[config.mk]
export PLATFORM = sky130hd
export DESIGN_NAME = fp12_div_seq
export DESIGN_NICKNAME = d
export VERILOG_FILES = /design/src/rtl/fp12_pkg.sv /design/src/rtl/fp12_round_pack.sv /design/src/rtl/fp12_div_seq.sv
export SDC_FILE = /design/constraint.sdc
export NUM_CORES = 1
export LEC_CHECK = 0
export ABC_CLOCK_PERIOD_IN_PS = 4110
export CAP_MARGIN = 30
export CORE_ASPECT_RATIO = 0.9
export CORE_UTILIZATION = 50
export CTS_CLUSTER_DIAMETER = 200
export DETAILED_ROUTE_END_ITERATION = 8
export GPL_TIMING_DRIVEN = 0
export PLACE_DENSITY = 0.72
export SYNTH_ARGS = -nofsm -noshare
export SYNTH_HDL_FRONTEND = slang
export SYNTH_SLANG_ARGS = --single-unit
[constraint.sdc]
create_clock -name clk -period 4.11 [get_ports clk]
set_input_delay 0.411 -clock clk [delete_from_list [all_inputs] [get_ports clk]]
set_output_delay 0.411 -clock clk [all_outputs]
set_load 0.1 [all_outputs]
[src/rtl/fp12_pkg.sv]
`default_nettype none
// ============================================================================
// Module  : fp12_pkg
// Purpose : Shared constants, the 14-bit FP word type and the divider state
//           encoding used by the fp12 sequential divider.
// Revision: 1.0 - initial release
// ============================================================================
package fp12_pkg;

    localparam int WE   = 5;
    localparam int WF   = 6;
    localparam int BIAS = 15;

    localparam logic [1:0] EXC_ZERO = 2'b00;
    localparam logic [1:0] EXC_NORM = 2'b01;
    localparam logic [1:0] EXC_INF  = 2'b10;
    localparam logic [1:0] EXC_NAN  = 2'b11;

    typedef struct packed {
        logic [1:0]    exc;
        logic          sign;
        logic [WE-1:0] exp;
        logic [WF-1:0] frac;
    } fp12_t;

    typedef enum logic [1:0] {
        S_IDLE  = 2'd0,
        S_PREP  = 2'd1,
        S_ITER  = 2'd2,
        S_ROUND = 2'd3
    } div_state_t;

    // Returns {is_special, result_exc} for an operand class pair.
    function automatic logic [2:0] special_class(input logic [1:0] xe,
                                                 input logic [1:0] ye);
        logic [2:0] res;
        res = {1'b0, EXC_NORM};
        if (xe == EXC_NAN || ye == EXC_NAN)
            res = {1'b1, EXC_NAN};
        else if (xe == ye && xe != EXC_NORM)
            res = {1'b1, EXC_NAN};
        else if (xe == EXC_ZERO || ye == EXC_INF)
            res = {1'b1, EXC_ZERO};
        else if (xe == EXC_INF || ye == EXC_ZERO)
            res = {1'b1, EXC_INF};
        return res;
    endfunction

endpackage
`default_nettype wire

[src/rtl/fp12_round_pack.sv]
`default_nettype none
// ============================================================================
// Module  : fp12_round_pack
// Purpose : Round-to-nearest-even of the 8-bit quotient, exponent range check
//           and packing of the final 14-bit result word (combinational).
// Revision: 1.0 - initial release
// ============================================================================
module fp12_round_pack
    import fp12_pkg::*;
(
    input  logic        sign,
    input  logic [7:0]  exp_pre,
    input  logic [7:0]  quo,
    input  logic        sticky,
    input  logic        special,
    input  logic [1:0]  special_exc,
    output logic [13:0] result
);

    logic              w_round_up;
    logic              w_carry;
    logic [WF-1:0]     w_frac;
    logic signed [7:0] w_exp;
    fp12_t             w_res;

    always_comb begin
        w_round_up = quo[0] & (sticky | quo[1]);
        // A carry out of 1.111111 wraps the fraction to 0 and bumps the exponent.
        w_carry    = (&quo[7:1]) & w_round_up;
        w_frac     = quo[6:1] + {5'b0, w_round_up};
        w_exp      = $signed(exp_pre) + $signed({7'b0, w_carry});

        w_res = '0;
        if (special) begin
            w_res.exc  = special_exc;
            w_res.sign = (special_exc == EXC_NAN) ? 1'b0 : sign;
        end else if (w_exp > 8'sd31) begin
            w_res.exc  = EXC_INF;
            w_res.sign = sign;
        end else if (w_exp < 8'sd0) begin
            w_res.exc  = EXC_ZERO;
            w_res.sign = sign;
        end else begin
            w_res.exc  = EXC_NORM;
            w_res.sign = sign;
            w_res.exp  = w_exp[WE-1:0];
            w_res.frac = w_frac;
        end
        result = w_res;
    end

endmodule
`default_nettype wire

[src/rtl/fp12_div_seq.sv]
`default_nettype none
// ============================================================================
// Module  : fp12_div_seq
// Purpose : Fixed-latency (10 cycle) sequential restoring divider for the
//           14-bit FP format. Optional divide-by-zero flag output is enabled
//           by defining FP12_DIV_DBZ_FLAG_EN.
// Revision: 1.0 - initial release
// ============================================================================
module fp12_div_seq
    import fp12_pkg::*;
(
    input  logic        clk,
    input  logic        rst,
    input  logic        start,
    input  logic [13:0] X,
    input  logic [13:0] Y,
    output logic [13:0] R,
    output logic        busy,
    output logic        done
`ifdef FP12_DIV_DBZ_FLAG_EN
    ,
    output logic        dbz
`endif
);

    div_state_t  r_state;
    logic [2:0]  r_cnt;
    fp12_t       r_x;
    fp12_t       r_y;
    logic [7:0]  r_rem;
    logic [6:0]  r_d;
    logic [7:0]  r_q;
    logic [7:0]  r_exp;
    logic        r_sign;
    logic        r_special;
    logic [1:0]  r_special_exc;
    logic [13:0] r_r;
    logic        r_done;

    logic [6:0]  w_n;
    logic [6:0]  w_d;
    logic        w_pre_shift;
    logic [7:0]  w_exp_pre;
    logic [2:0]  w_special;
    logic        w_ge;
    logic [7:0]  w_diff;
    logic        w_sticky;
    logic [13:0] w_packed;

    always_comb begin
        w_n         = {1'b1, r_x.frac};
        w_d         = {1'b1, r_y.frac};
        w_pre_shift = (w_n < w_d);
        // Modulo-256 arithmetic equals signed 8-bit two's complement here.
        w_exp_pre   = {3'b000, r_x.exp} - {3'b000, r_y.exp} + 8'(BIAS)
                      - {7'b0, w_pre_shift};
        w_special   = special_class(r_x.exc, r_y.exc);
        w_ge        = (r_rem >= {1'b0, r_d});
        w_diff      = w_ge ? (r_rem - {1'b0, r_d}) : r_rem;
        w_sticky    = (r_rem != 8'd0);
    end

    fp12_round_pack u_round_pack (
        .sign        (r_sign),
        .exp_pre     (r_exp),
        .quo         (r_q),
        .sticky      (w_sticky),
        .special     (r_special),
        .special_exc (r_special_exc),
        .result      (w_packed)
    );

    always_ff @(posedge clk) begin
        if (rst) begin
            r_state <= S_IDLE;
            r_r     <= 14'h0000;
            r_done  <= 1'b0;
        end else begin
            r_done <= 1'b0;
            case (r_state)
                S_IDLE: begin
                    if (start)
                        r_state <= S_PREP;
                end
                S_PREP:  r_state <= S_ITER;
                S_ITER: begin
                    if (r_cnt == 3'd7)
                        r_state <= S_ROUND;
                end
                S_ROUND: begin
                    r_r     <= w_packed;
                    r_done  <= 1'b1;
                    r_state <= S_IDLE;
                end
                default: r_state <= S_IDLE;
            endcase
        end
    end

    // Datapath registers carry no reset: they are always loaded before use.
    always_ff @(posedge clk) begin
        case (r_state)
            S_IDLE: begin
                if (start) begin
                    r_x <= fp12_t'(X);
                    r_y <= fp12_t'(Y);
                end
            end
            S_PREP: begin
                r_rem         <= w_pre_shift ? {w_n, 1'b0} : {1'b0, w_n};
                r_d           <= w_d;
                r_exp         <= w_exp_pre;
                r_sign        <= r_x.sign ^ r_y.sign;
                r_special     <= w_special[2];
                r_special_exc <= w_special[1:0];
                r_q           <= 8'd0;
                r_cnt         <= 3'd0;
            end
            S_ITER: begin
                r_rem <= w_diff << 1;
                r_q   <= {r_q[6:0], w_ge};
                r_cnt <= r_cnt + 3'd1;
            end
            default: ;
        endcase
    end

`ifdef FP12_DIV_DBZ_FLAG_EN
    logic r_dbz;

    always_ff @(posedge clk) begin
        if (rst)
            r_dbz <= 1'b0;
        else if (r_state == S_IDLE && start)
            r_dbz <= 1'b0;
        else if (r_state == S_ROUND)
            r_dbz <= (r_x.exc == EXC_NORM) && (r_y.exc == EXC_ZERO);
    end

    assign dbz = r_dbz;
`endif

    assign R    = r_r;
    assign busy = (r_state != S_IDLE);
    assign done = r_done;

endmodule
`default_nettype wire

* Yosys cells after proc, flatten, opt, wreduce, memory -nomap -nowiden *
Index checks and enable logic that the tools add are counted.

word-level totals
  bits in registers = 82
  input bits = 31
  output and inout bits = 16
  word-level logic and storage cells = 80

operators by class
  $add $sub $neg = 7
  order comparisons = 4
  eq/ne operators = 13
  multiplexer cells = 18
  bitwise gates (word level) = 4
  reductions and logical operators = 15

operator list
  operator                                                                      number
  11-bit 2-to-1 mux                                                             3
  8-bit case mux with 2 select lines                                            2
  2-bit == test, second input constant                                          7
  3-bit 2-to-1 mux                                                              3
  8-bit by 2-bit adder with 8-bit output                                        1
  8-bit by 7-bit greater-or-equal comparator with 1-bit output                  1
  8-bit by 6-bit > comparator with 1-bit output, second input constant          1
  8-bit by 1-bit less-than comparator with 1-bit output, second input constant  1
  2-bit 2-to-1 mux                                                              4
  8-bit 2-to-1 mux                                                              1
  2-bit case mux with 4 select lines                                            1
  8-bit nonzero test                                                            1
  7-bit by 2-bit subtractor with 8-bit output                                   1
  6-bit by 5-bit adder with 7-bit output, second input constant                 1
  7-bit less-than comparator                                                    1
  7-bit 2-to-1 mux                                                              1
  7-bit AND reduction                                                           1
  7-bit subtractor                                                              1
  6-bit by 1-bit adder with 6-bit output                                        1
  2-bit zero test                                                               3
  3-bit case mux with 2 select lines                                            1
  5-bit by 5-bit subtractor with 6-bit output                                   1
  2-bit inequality test, second input constant                                  2
  2-bit AND reduction                                                           2
  other kinds (14)                                                              19

* Longest topological paths before layout *
Gate-level depths: netlist of run 1.

  word-level depth = 9
  depth in mapped cells = 13
  mapped depth without buffers = 13

* Cells and area by module *
A second synthesis of run 1 with hierarchy kept.

second synthesis, totals
  cell total of the unflattened synthesis = 351
  area, all modules = 4212.8 sq um

by module, submodules not included
  module           instances  cells an instance  area each (sq um)  sequential area each (sq um)
  fp12_div_seq     1          291                3854.9             2292.2
  fp12_round_pack  1          60                 357.8              0.0

* Least setup slack after synthesis of run 1 *
Ideal clock, no wire load.

  path kind = flip-flop to flip-flop
  start = register r_x[4] in the netlist's numbering
  end = register r_exp[5] (data pin)
  library setup time = 158 ps
  arrival = 3029 ps
  required time = 3952 ps
  slack = 923 ps
  stages on the path, launching flop included = 12
  path buffers = 0
  period minus slack after synthesis = 3187 ps
  path through = edfxtp_1 ha_1 a21o_1 a21oi_1 o31ai_2 ha_1 ha_1 fa_1 a21o_1 a21o_1 or4b_2 o211ai_1

between the ends
  cells in the longest elaborated chain, start to end = 2

ends and longest elaborated chain
  what                                         line                 source
  start: declaration                           fp12_div_seq.sv:28   fp12_t r_x;
  start signal: assignment                     fp12_div_seq.sv:105  r_x <= fp12_t'(X);
  7-bit less-than comparator                   fp12_div_seq.sv:53   w_pre_shift = (w_n < w_d);
  7-bit by 2-bit subtractor with 8-bit output  fp12_div_seq.sv:56   - {7'b0, w_pre_shift};
  net w_exp_pre[5]                             fp12_div_seq.sv:43   logic [7:0] w_exp_pre;
  end signal: assignment                       fp12_div_seq.sv:112  r_exp <= w_exp_pre;
  end: declaration                             fp12_div_seq.sv:33   logic [7:0] r_exp;

The timed path passes the listed nets, and every way through them passes these cells.
A chain may end at the register's enable or synchronous reset.

* Final worst setup path of run 1 *
Ends and elaborated chain as after synthesis.

==> out/metrics.yaml, run 1 <==
run_status: "completed"
ir_worst_vdd_mv: 0.523
initial_core_util: 0.527
hp-start: "R[3]"
io_pins: 47
finalInstanceArea_um2: 4840
swShare: 0.374
power_frac_seq: 0.430
final_nets: 463
power_frac_comb: 0.400
required_ns: 4.27
yosys_warnings: 0
grt_usage: 0.171
post_drt_wl_per_cell_um: 13.7
multi_input_area_um2: 1620
p_int_w: 0.00208
path_cells: "ha_1 -> a21o_1 -> a21oi_1 -> o31ai_2 -> ha_1 -> ha_1 -> fa_1 -> a21o_1 -> a21o_1 -> or4b_2 -> o211ai_1"
tns_ns: 0
layout_commonest_cell: "edfxtp_1"
crit_path_end_kind: "register"
fp.dieArea_um2: 8480
grt-ovfl-total: 0
worstMarginPinSlew_ns: 0.980
slowest_delay_ns: 0.60
synth_cell_types: 48
die_h_um: 87.4
ys_seq_area_frac: 0.565
cts_setup_buffers: 0
r2r_end: "r_exp[5]"
power_density_nw_per_um2: 685
finClkSkew_ns: 0.00747
port_buffers: 46
ctsResizeCount: 0
totalWireLength_um: 6820
clkTransAtPathRegs_ns: 0.08
synth_area_leader_cell: "edfxtp_1"
period_share: 0.847
setup_viol: 0
numCtsBuffers: 9
startpoint_type: "register"
antenna_found_initial: 0
syn_area_per_cell_um2: 11.9
die_w_um: 96.9
fin_util: 0.629
rsz0062_at_grt: "no"
drcViolationCount: 0
drive_gt1_frac: 0.0645
cpMaxStageDelayCell: "or4b_2"
async_flop_share: 0
crit_type: "reg2reg"
rr_worst_depth: 11
syn_to_final_growth_pct: 19.4
hold_depth: 2
hold_violations: 0
dpl.hpwl_um: 5280
cts_hold_buffers: 0
syn_nets: 405
reg2reg_from: "r_x[4]"
ctsLongestPathBuffers: 2
n_fill_cell: 624
hold_ws_ns: 0.455
hold_end: "R[3]"
ys.flop_type: "edfxtp_1"
syn_inst: 340
synth_area_um2: 4060
slew_headroom: 0.344
seq_area_um2: 2290
grt_pass1_wl_um: 11300
root_buffer: "clkbuf_8"
insertion_delay_ns: 0.34
gp_congestion: 0.881
clkPwrFrac: 0.170
r2r_slack_ns: 0.63
rows: 30
switchingPower_w: 0.00124
cts.sinks: 82
total_leakage_power_nw: 1.88
htreeDepth: 3
viasPerCell: 5.27
drt_iter0_drc: 121
synthTopCellsByArea: "edfxtp_1, ha_1, dfxtp_1, inv_1, xor2_1"
grt_max_degree: 21
yosys.area.top_type_share: 0.481
core_um2: 7690
slew_viol_final: 0
hold_class: "reg2reg"
grt_pass1_vias: 2483
postRouteAntennaNets: 0
placed_cell_area_um2: 4650
vias: 2631
min_period_ns: 3.48
synth_edf_count: 65
fmaxAchievable_mhz: 287
firstDrtPassIters: 4
maxCapViolCount: 0
n_antenna_cell: 0
cp.arrival_ns: 3.64
cts_tree: "yes"
worstPathMaxFanout: 9
synth_seq_cells: 82
final_cell_mix: "edfxtp_1, clkdlybuf4s50_1, inv_1"
==> logic make-up (layout without fill, tap and decap cells) <==
group,count (synthesis),after routing,synth area share
buffers and inverters,38,101,0.0352
AND/OR/NAND/NOR,95,95,0.121
flip-flops,82,82,0.565
XOR/XNOR,18,18,0.0389
AO/OA/AOI/OAI,62,62,0.101
adder cells (fa/ha/maj),34,34,0.110
multiplexers,11,11,0.0284
==> worst max path at each step <==
stage | slack [ns] | end | start
floorplan | 0.92 | r_exp[5] | r_x[4]
global placement | 0.70 | r_exp[5] | r_x[4]
detailed placement | 0.60 | r_exp[5] | r_x[4]
CTS | 0.58 | r_exp[5] | r_x[4]
global route | 0.45 | r_exp[5] | r_x[4]
finish | 0.63 | r_exp[5] | r_x[4]
==> metrics by stage <==
stage | power, W | worst slack (ns) | std cells
floorplan | 0.00242 | 0.923 | 340
global placement | 0.00271 | 0.695 | 482
detailed placement | 0.00278 | 0.604 | 483
CTS | 0.00335 | 0.578 | 499
global route | 0.00357 | 0.452 | 499
finish | 0.00332 | 0.627 | 499
==> layout make-up <==
class                           count  share of cell area
Buffer                              5             0.00387
Clock buffer                        9              0.0256
Clock inverter                      7              0.0142
Inverter                           33              0.0256
Multi-Input combinational cell    220               0.335
Sequential cell                    82               0.473
Tap cell                           96              0.0248
Timing Repair Buffer               47              0.0982
==> cells in the mapped netlist, drive strengths merged, types with 2 or more instances <==
cell    count
a211oi      4
a21o        6
a21oi      16
a311oi      2
a31oi       2
and2       10
and3        2
and4        2
clkbuf      5
dfxtp      17
edfxtp     65
fa          3
ha         31
inv        32
mux2        4
mux2i       7
nand2      21
nand2b      6
nand3       7
nand4       4
nor2       24
nor2b       4
nor3        5
nor4        4
o211ai      3
o21a        2
o21ai      16
o311a       4
xnor2       7
xor2       11
==> critical path: cells and delay by family (launching register included) <==
| kind | cells | cell delay, ns |
|---|---|---|
| flip-flops | 1 | 0.41 |
| AO/OA/AOI/OAI | 6 | 1.07 |
| AND/OR/NAND/NOR | 1 | 0.60 |
| adder cells (fa/ha/maj) | 4 | 1.22 |
==> registers in the layout, indices dropped and copies added, names as in the netlist <==
register,count
R,14
r_x,14
r_y,14
r_exp,8
r_q,8
r_rem,8
r_d,6
r_cnt,3
r_special_exc,2
r_state,2
done,1
r_sign,1
r_special,1
==> routing by layer <==
metal	GRT usage	wire, um
met1	0.224	3340
met2	0.282	3100
met3	0.0530	338
met4	0.0407	38
met5	0	0
==> power by group through the flow <==
stage	Combinational, W	Sequential (W)	Clock [W]
global placement	0.00128	0.00143	0
global route	0.00151	0.00145	0.000614
floorplan	0.00101	0.00141	0
detailed placement	0.00134	0.00144	0
CTS	0.00134	0.00142	0.000576
finish	0.00133	0.00143	0.000563
(Power assumes the default switching activity.)
==> run 2, diff against run 1 <==
- ABC_CLOCK_PERIOD_IN_PS: 4110 -> 3500
- clock period: 4.11 -> 3.5 ns (I/O delays scaled with it)
==> run 2 against run 1 <==
  * Non-clock buffer count up 1
  * Cell count up 0.20%
  * Utilization up 0.26 points
  * Wire length up 0.94%
  * Power up 18%
  * Hold slack about the same
  * Clock power up 18%
  * Critical path depth unchanged
  * Setup slack worse by 0.50 ns
  * Highest routed layer unchanged
==> out/metrics.yaml, run 2 (synthesis gave the netlist of run 1 again) <==
slew_headroom: 0.344  # unchanged
min_period_ns: 3.37  # was 3.48 ns
rows: 30  # unchanged
cts_tree: "yes"  # unchanged
cts.sinks: 82  # unchanged
pre_cts_slack_ns: -0.00597  # was 0.604 ns
cp.arrival_ns: 3.53  # was 3.64 ns
hold_class: "reg2reg"  # unchanged
drive_gt1_frac: 0.0693  # was 0.0645
port_buffers: 46  # unchanged
initial_core_util: 0.527  # unchanged
worstMarginPinSlew_ns: 0.980  # unchanged
startpoint_type: "register"  # unchanged
final_nets: 464  # was 463
layout_commonest_cell: "edfxtp_1"  # unchanged
use_met2: 0.284  # was 0.282
run_status: "completed"  # unchanged
insertion_delay_ns: 0.34  # about the same
n_fill_cell: 622  # was 624
root_buffer: "clkbuf_8"  # unchanged
totalWireLength_um: 6880  # was 6820 um
drcViolationCount: 0  # unchanged
final_cell_mix: "edfxtp_1, clkdlybuf4s50_1, inv_1"  # unchanged
slew_viol_final: 0  # unchanged
grtUsageMet3: 0.0530  # unchanged
core_um2: 7690  # unchanged
syn_to_final_growth_pct: 19.9  # was 19.4%
fmaxAchievable_mhz: 297  # was 287 MHz
postRouteAntennaNets: 0  # unchanged
die_h_um: 87.4  # unchanged
post_drt_wl_per_cell_um: 13.8  # was 13.7 um
ir_worst_vdd_mv: 0.615  # was 0.523 mV
maxCapViolCount: 0  # unchanged
numCtsBuffers: 9  # unchanged
crit_type: "reg2reg"  # unchanged
total_power_w: 0.00392  # was 0.00332 W
drt_iter0_drc: 104  # was 121
total_leakage_power_nw: 1.88  # about the same
grt_pass1_wl_um: 11300  # about the same
antenna_found_initial: 0  # unchanged
power_density_nw_per_um2: 805  # was 685 nW/um2
cts_hold_buffers: 0  # unchanged
cpMaxStageDelayCell: "or4b_2"  # unchanged
crit_path_end_kind: "register"  # unchanged
setup_viol: 0  # unchanged
n_antenna_cell: 0  # unchanged
grt_usage: 0.172  # was 0.171
fp.dieArea_um2: 8480  # unchanged
period_share: 0.962  # was 0.847
grt_pass1_vias: 2490  # was 2483
required_ns: 3.66  # was 4.27 ns
hold_violations: 0  # unchanged
setup_ws_ns: 0.131  # was 0.627 ns
clkTransAtPathRegs_ns: 0.08  # about the same
path_cells: "ha_1 -> a21o_1 -> a21oi_2 -> o31ai_4 -> ha_1 -> ha_1 -> fa_1 -> a21o_1 -> a21o_1 -> or4b_2 -> o211ai_1"  # was ha_1 -> a21o_1 -> a21oi_1 -> o31ai_2 -> ha_1 -> ha_1 -> fa_1 -> a21o_1 -> a21o_1 -> or4b_2 -> o211ai_1
grt_max_degree: 21  # unchanged
slowest_delay_ns: 0.60  # about the same
worstPathMaxFanout: 5  # was 9
finClkSkew_ns: 0.00643  # was 0.00747 ns
grt-ovfl-total: 0  # unchanged
use_met1: 0.225  # was 0.224
firstDrtPassIters: 4  # unchanged
htreeDepth: 3  # unchanged
vias: 2644  # was 2631
ctsLongestPathBuffers: 2  # unchanged
dpl.hpwl_um: 5280  # unchanged
die_w_um: 96.9  # unchanged
viasPerCell: 5.29  # was 5.27
io_pins: 47  # unchanged
gp_congestion: 0.881  # unchanged
grt.busiest_layer: "met2"  # unchanged
[run 2: worst paths after layout]
kind | start | endpoint | slack, ns | cells after the start
worst max-delay path | r_x[4] | r_exp[5] | 0.13 | 11
worst min-delay path | R[3] | R[3] | 0.45 | 2
worst max register to register | r_x[4] | r_exp[5] | 0.13 | 11
worst min register to register | R[3] | R[3] | 0.45 | 2
[run 2: repair_timing]
item,in CTS,in global routing
setup buffers,1,0
endpoints found under the setup margin,1,1
resized for setup,1,1
endpoints found under the hold margin,0,0
[run 2: worst max-delay path: cells and delay by family (launching register included)]
family,cells,cell delay [ns]
flip-flops,1,0.42
AO/OA/AOI/OAI,6,1.00
AND/OR/NAND/NOR,1,0.60
adder cells (fa/ha/maj),4,1.15
[run 2: per-layer routing]
| metal | vias to the layer above | part of all wire |
|---|---|---|
| met5 | - | 0 |
| met4 | 0 | 0.0055 |
| met3 | 4 | 0.049 |
| met2 | 64 | 0.46 |
| met1 | 1222 | 0.49 |
| li1 | 1354 | - |
[run 2: final cells by class]
type / instances / area [um2] / share of cell area
repair buffers: 48 / 483 / 0.0993
inverters: 33 / 124 / 0.0255
plain buffers: 5 / 18.8 / 0.00386
clock inverters: 7 / 68.8 / 0.0141
clock buffers: 9 / 124 / 0.0255
flip-flops and latches: 82 / 2290 / 0.471
multi-input cells: 220 / 1630 / 0.336
well taps: 96 / 120 / 0.0247
[run 2: per-stage QoR]
stage	setup TNS [ns]	utilization	area [um2]	hold WS [ns]	instances
2_1_floorplan	0	-	4060	0.419	340
3_3_place_gp	0	0.602	4640	0.434	482
3_5_place_dp	-0.00597	0.604	4650	0.437	483
4_1_cts	0	0.632	4860	0.458	500
5_1_grt	-0.000538	0.632	4860	0.466	500
6_report	0	0.632	4860	0.455	500
[run 2: power by group]
part           total [W]  leakage, nW  switching (W)  internal [W]
clock network   0.000662       0.0970       0.000333      0.000328
logic            0.00158         1.03       0.000933      0.000646
registers        0.00168        0.754       0.000202       0.00147
total            0.00392         1.88        0.00147       0.00245
==> run 3, diff against run 2 <==
- SLEW_MARGIN: default -> 20
==> results of run 3 <==
Same layout as run 2: the final DEF is identical, and so are final timing and power.
==> variant 1: new RTL, config.mk and constraints of run 3 <==
Put one more register stage on the output `R`, cleared by the reset. The value now appears one clock later. The other outputs are not delayed to match.
--- a/src/rtl/fp12_div_seq.sv
+++ b/src/rtl/fp12_div_seq.sv
@@ -142,3 +142,9 @@
 
-    assign R    = r_r;
+    always_ff @(posedge clk) begin
+        if (rst) begin
+            R <= '0;
+        end else begin
+            R <= r_r;
+        end
+    end
     assign busy = (r_state != S_IDLE);
Behaviour: no difference found for any inputs over 10 cycles, from zero or initial values and one cycle with rst high; that may be too few to reach the edited logic, so the function may still have changed.
==> variant 1 against run 3 <==
Final area up 10%. Count of clock-buffer cells in the layout rose by 1. Sequential share of layout area up 0.89 points. Critical path type unchanged. Critical endpoint unchanged. Fmax rose by 4.8%. Clock skew is 0.0021 ns higher. Total power rose by 4.7%. Synthesized cell count grew 7.6%. Sequential cell count up 14. Sequential power is 8% higher. Synthesized area up 12%. Worst setup slack improved by 0.15 ns. Wire length rose by 6.3%.
==> variant 1: results (changes against run 3) <==
Placement
  – Setup slack after placement: 0.292 ns (+0.298 ns)
  – Cells after DPL: 531 (+9.9%)
  – Cell Area, Placed: 5170 um^2 (+11%)
  – Routability cong.: 0.873 (-0.94%)

Synthesis
  – Distinct cells, synth: 54 (+13%)
  – Syn avg cell area: 12.5 um^2 (+4.4%)
  – Top cells by instance count after synthesis: edfxtp_1, inv_1, dfxtp_1, ha_1, nor2_1
  – Post-synthesis net count: 431 (+6.4%)
  – Top post-synthesis cells by area: edfxtp_1, dfxtp_1, ha_1
  – Seq/Total Area, Yosys: 56.4% (-0.10 points)

Layout
  – Non-clk invs: 34 (+3.0%)
  – Data buffer area share: 9.37% (-0.95 points)
  – Fraction of area in registers: 48.0% (+0.89 points)
  – Fillers: 715 (+15%)
  – Share of layout cells above drive strength 1: 7.24% (+0.31 points)
  – Nonclk buf count: 55 (+3.8%)
  – Final nets: 488 (+5.2%)
  – Multi-input gate count: 227 (+3.2%)
  – Multi-input combinational area share: 34.0% (+0.39 points)
  – Sequential cell count: 96 (+17%)
  – ClkCell Share: 3.48% (-0.48 points)
  – CLK BUF: 10 (+1)

Clock tree
  – Post-CTS setup buffer count: 0 (-1)
  – Cts repair resizes: 0 (-1)
  – Clk buf depth: 2 (unchanged)
  – Worst-path clk slew: about 0.09 ns

Global route
  – Initial antenna violation count: 0 (unchanged)
  – Largest net degree at the start of global routing: 29 (+38%)
  – First-pass GRT wire length: 12.9 mm (+14%)
  – Vias in the first global route: 2859 (+15%)
  – Gr usage total: 17.7% (+0.46 points)

Worst hold path
  – Hold/Removal Path Class: register to register

Worst setup path
  – CP max stage delay: 0.47 ns (-0.13 ns)
  – Reg2Reg Setup Slack: 0.28 ns (+0.15 ns)
  – Worst Path Arrival: 3.40 ns (-0.13 ns)

Pwr
  – Pwr/cell area: 766 nW/um^2 (-4.9%)
  – Maximum VDD drop: 0.345 mV (-44%)
  – Leak Pwr: 2.04 nW (+8.4%)

Die
  – Num rows: 32 (+6.7%)

Route
  – DR vias/cell: 5.15 (-2.7%)
  – DR WL/cell: 13.4 um (-2.9%)
  – Total Routed Length: 7.32 mm (+6.3%)

STA
  – Hold_ws: 0.455 ns (+0.000846 ns)
  – Final Skew: 0.00849 ns (+0.00207 ns)
  – Worst rel slew slack: 34.0% (-0.43 points)
  – Fmax: 0.311 GHz (+4.8%)

Run status
  – Status: completed
variant 1: cell count changes after synthesis, moves of 3 or more:
cell and change:
mux2_2 -3, a21oi_1 -3, nor2b_1 +11, clkbuf_1 +3
nand2_1 -10, o21ai_0 -12, nand2b_1 +9, o32ai_2 +7
dfxtp_1 +14
variant 1: kinds of logic after synthesis:
| kind of cell | share of synthesized area [%] |
|---|---|
| AO/OA/AOI/OAI | 11.1 |
| XOR/XNOR | 3.84 |
| adder cells (fa/ha/maj) | 9.82 |
| buffers and inverters | 3.70 |
| flip-flops | 56.4 |
| multiplexers | 2.25 |
| AND/OR/NAND/NOR | 12.8 |
variant 1: path summary, 6_finish.rpt:
check | startpoint | endpoint | cells after the start
max | r_x[4]$_DFFE_PP_ | r_exp[5]$_DFFE_PN_ | 11
min | r_y[2]$_DFFE_PP_ | r_d[2]$_DFFE_PN_ | 0
min reg2reg | r_y[2]$_DFFE_PP_ | r_d[2]$_DFFE_PN_ | 0
max reg2reg | r_x[4]$_DFFE_PP_ | r_exp[5]$_DFFE_PN_ | 11
variant 1: worst max-delay path, delay by kind of cell (launching register included):
family | cells | cell delay [ns]
compound gates | 6 | 1.02
fa+ha+maj | 4 | 1.17
flops | 1 | 0.40
simple gates | 1 | 0.47
variant 1: routing by layer:
metal | GRT usage (%) | part of all wire (%)
met5 | 0 | 0
met4 | 6.07 | 0.77
met3 | 4.15 | 4.9
met2 | 29.3 | 49
met1 | 22.5 | 45
variant 1: power breakdown:
group | switching (W) | total, W | internal, W
Clock | 0.000362 | 0.000690 | 0.000328
Combinational | 0.000956 | 0.00159 | 0.000638
Sequential | 0.000181 | 0.00182 | 0.00164
Total | 0.00150 | 0.00410 | 0.00260
==> variant 2: new RTL, config.mk and constraints of run 3 <==
Made on the original files. Build with the macro `FP12_DIV_DBZ_FLAG_EN` defined.
--- a/src/rtl/fp12_div_seq.sv
+++ b/src/rtl/fp12_div_seq.sv
@@ -8,2 +8,4 @@
 // ============================================================================
+`define FP12_DIV_DBZ_FLAG_EN
+
 module fp12_div_seq
Check against the original RTL (old outputs only; new: dbz): equivalent (Yosys induction, for registers that start in step).
==> variant 2 against run 3 <==
The run now ends with DRC left. Wire length is 4.8% higher. Sequential share of layout area shrank 0.95 points. Sequential power about the same. Final area is 3.0% higher. Sequential cell count increased by 1. Non-clock buffer count is the same. Fmax is 24% higher. Worst setup slack better by 0.64 ns. Synthesized area is 2.9% higher. Clock power is 16% higher. Via count up 4.1%. Total power rose by 5.0%. Largest cell class unchanged.
==> variant 2: results (changes against run 3) <==
Run status
  – Status: complete, but fails checks
  – Failing checks: DRC

Worst setup path
  – CP max stage delay: 0.44 ns (-0.16 ns)
  – Crit path max-delay family: adder cells
  – Worst Path Arrival: 2.83 ns (-0.70 ns)
  – CP max FO: 3 (-2)
  – CP startpoint: r_x[2]$_DFFE_PP_
  – Slowest cell on crit path: edfxtp_1

Synthesis
  – Syn avg cell area: 12.0 um^2 (+0.53%)
  – Top cells by instance count after synthesis: edfxtp_1, inv_1, ha_1
  – Top post-synthesis cells by area: edfxtp_1, ha_1, dfxtp_1
  – Ys Warns: 0 (unchanged)
  – Ys flop type: edfxtp_1
  – Seq/Total Area, Yosys: 55.4% (-1.1 points)
  – Distinct cells, synth: 55 (+15%)
  – Post-synthesis net count: 413 (+2.0%)

Worst hold path
  – Hold_sp: r_y[0]$_DFFE_PP_
  – Worst Hold End: r_d[0]$_DFFE_PN_
  – Hold Path Depth: 0 (-2)

Placement
  – Setup slack after placement: 0.754 ns (+0.760 ns)
  – Routability cong.: 0.792 (-10%)
  – HPWL Detailed: 5.39 mm (+2.1%)
  – Cells after DPL: 495 (+2.5%)
  – # port buffers: 47 (+2.2%)

Route
  – Total Routed Length: 7.21 mm (+4.8%)
  – Router iterations before antenna repair: 6 (+2)
  – Routed vias: 2752 (+4.1%)
  – Drt drc: 2 (+2)
  – Number of DRC markers in iteration 0: 108 (+3.8%)

STA
  – Least-Margin Pin Slew: 0.991 ns (+0.0110 ns)
  – Post-route setup slack: 0.775 ns (+0.644 ns)
  – Final Skew: 0.0106 ns (+0.00416 ns)

Global route
  – Gr usage total: 17.9% (+0.64 points)
  – First-pass GRT wire length: 12.0 mm (+5.7%)
  – Vias in the first global route: 2632 (+5.7%)

Clock tree
  – Cts bufs inserted: 9 (unchanged)
  – Cts repair resizes: 0 (-1)
  – Post-CTS setup buffer count: 0 (-1)

Pwr
  – Leak Pwr: 1.94 nW (+3.1%)
  – Maximum VDD drop: 0.391 mV (-36%)

Layout
  – Antenna cell count: 0 (unchanged)
  – Share of layout cells above drive strength 1: 9.47% (+2.5 points)
  – Post-route insts no fill: 511 (+2.2%)
  – Final nets: 472 (+1.7%)
  – Fillers: 659 (+5.9%)
[variant 2: changes by cell type after synthesis, moves of 3 or more]
cell	delta
a21oi_1	-4
a221o_1	+3
and2_1	+3
mux2_2	-3
nor2_1	-4
o21ai_0	-9
o21ai_1	+5
o21ai_2	+11
o311a_1	-4
[variant 2: area by class of cell]
type / count / share of cell area [%]
clock inverter: 6 / 1.95
multi-input combinational: 225 / 34.0
inverter: 35 / 2.62
buffer: 5 / 0.550
clock buffer: 10 / 2.55
tap: 99 / 2.47
sequential: 83 / 46.2
timing repair buffer: 48 / 9.70
[variant 2: routing by layer]
layer / wire length (um) / track usage [%] / vias up
li1: - / - / 1380
met1: 3490 / 23.2 / 1293
met2: 3310 / 29.4 / 72
met3: 333 / 5.21 / 7
met4: 81 / 5.29 / 0
met5: 0 / 0 / -
[variant 2: metrics by stage]
step | total power (W) | hold WS [ns] | util, % | cell area, um^2
after floorplan | 0.00295 | 0.417 | - | 4170
after global placement | 0.00329 | 0.437 | 59.1 | 4770
after detailed placement | 0.00335 | 0.432 | 59.3 | 4780
after CTS | 0.00413 | 0.456 | 62.1 | 5010
after global routing | 0.00439 | 0.474 | 62.1 | 5010
final | 0.00411 | 0.448 | 62.1 | 5010
[variant 2: cell families after synthesis]
group                    share of synthesized area, %
AO/OA/AOI/OAI                                    11.7
XOR/XNOR                                         3.99
adder cells (fa/ha/maj)                          10.7
buffers and inverters                            3.81
flip-flops                                       55.4
multiplexers                                     1.68
AND/OR/NAND/NOR                                  12.7
[variant 2: where the power goes]
part	leakage [nW]	total, W	switching [W]	internal, W
combinational	1.06	0.00166	0.000973	0.000688
clock	0.113	0.000768	0.000356	0.000412
sequential	0.763	0.00168	0.000196	0.00149
total	1.94	0.00411	0.00152	0.00259
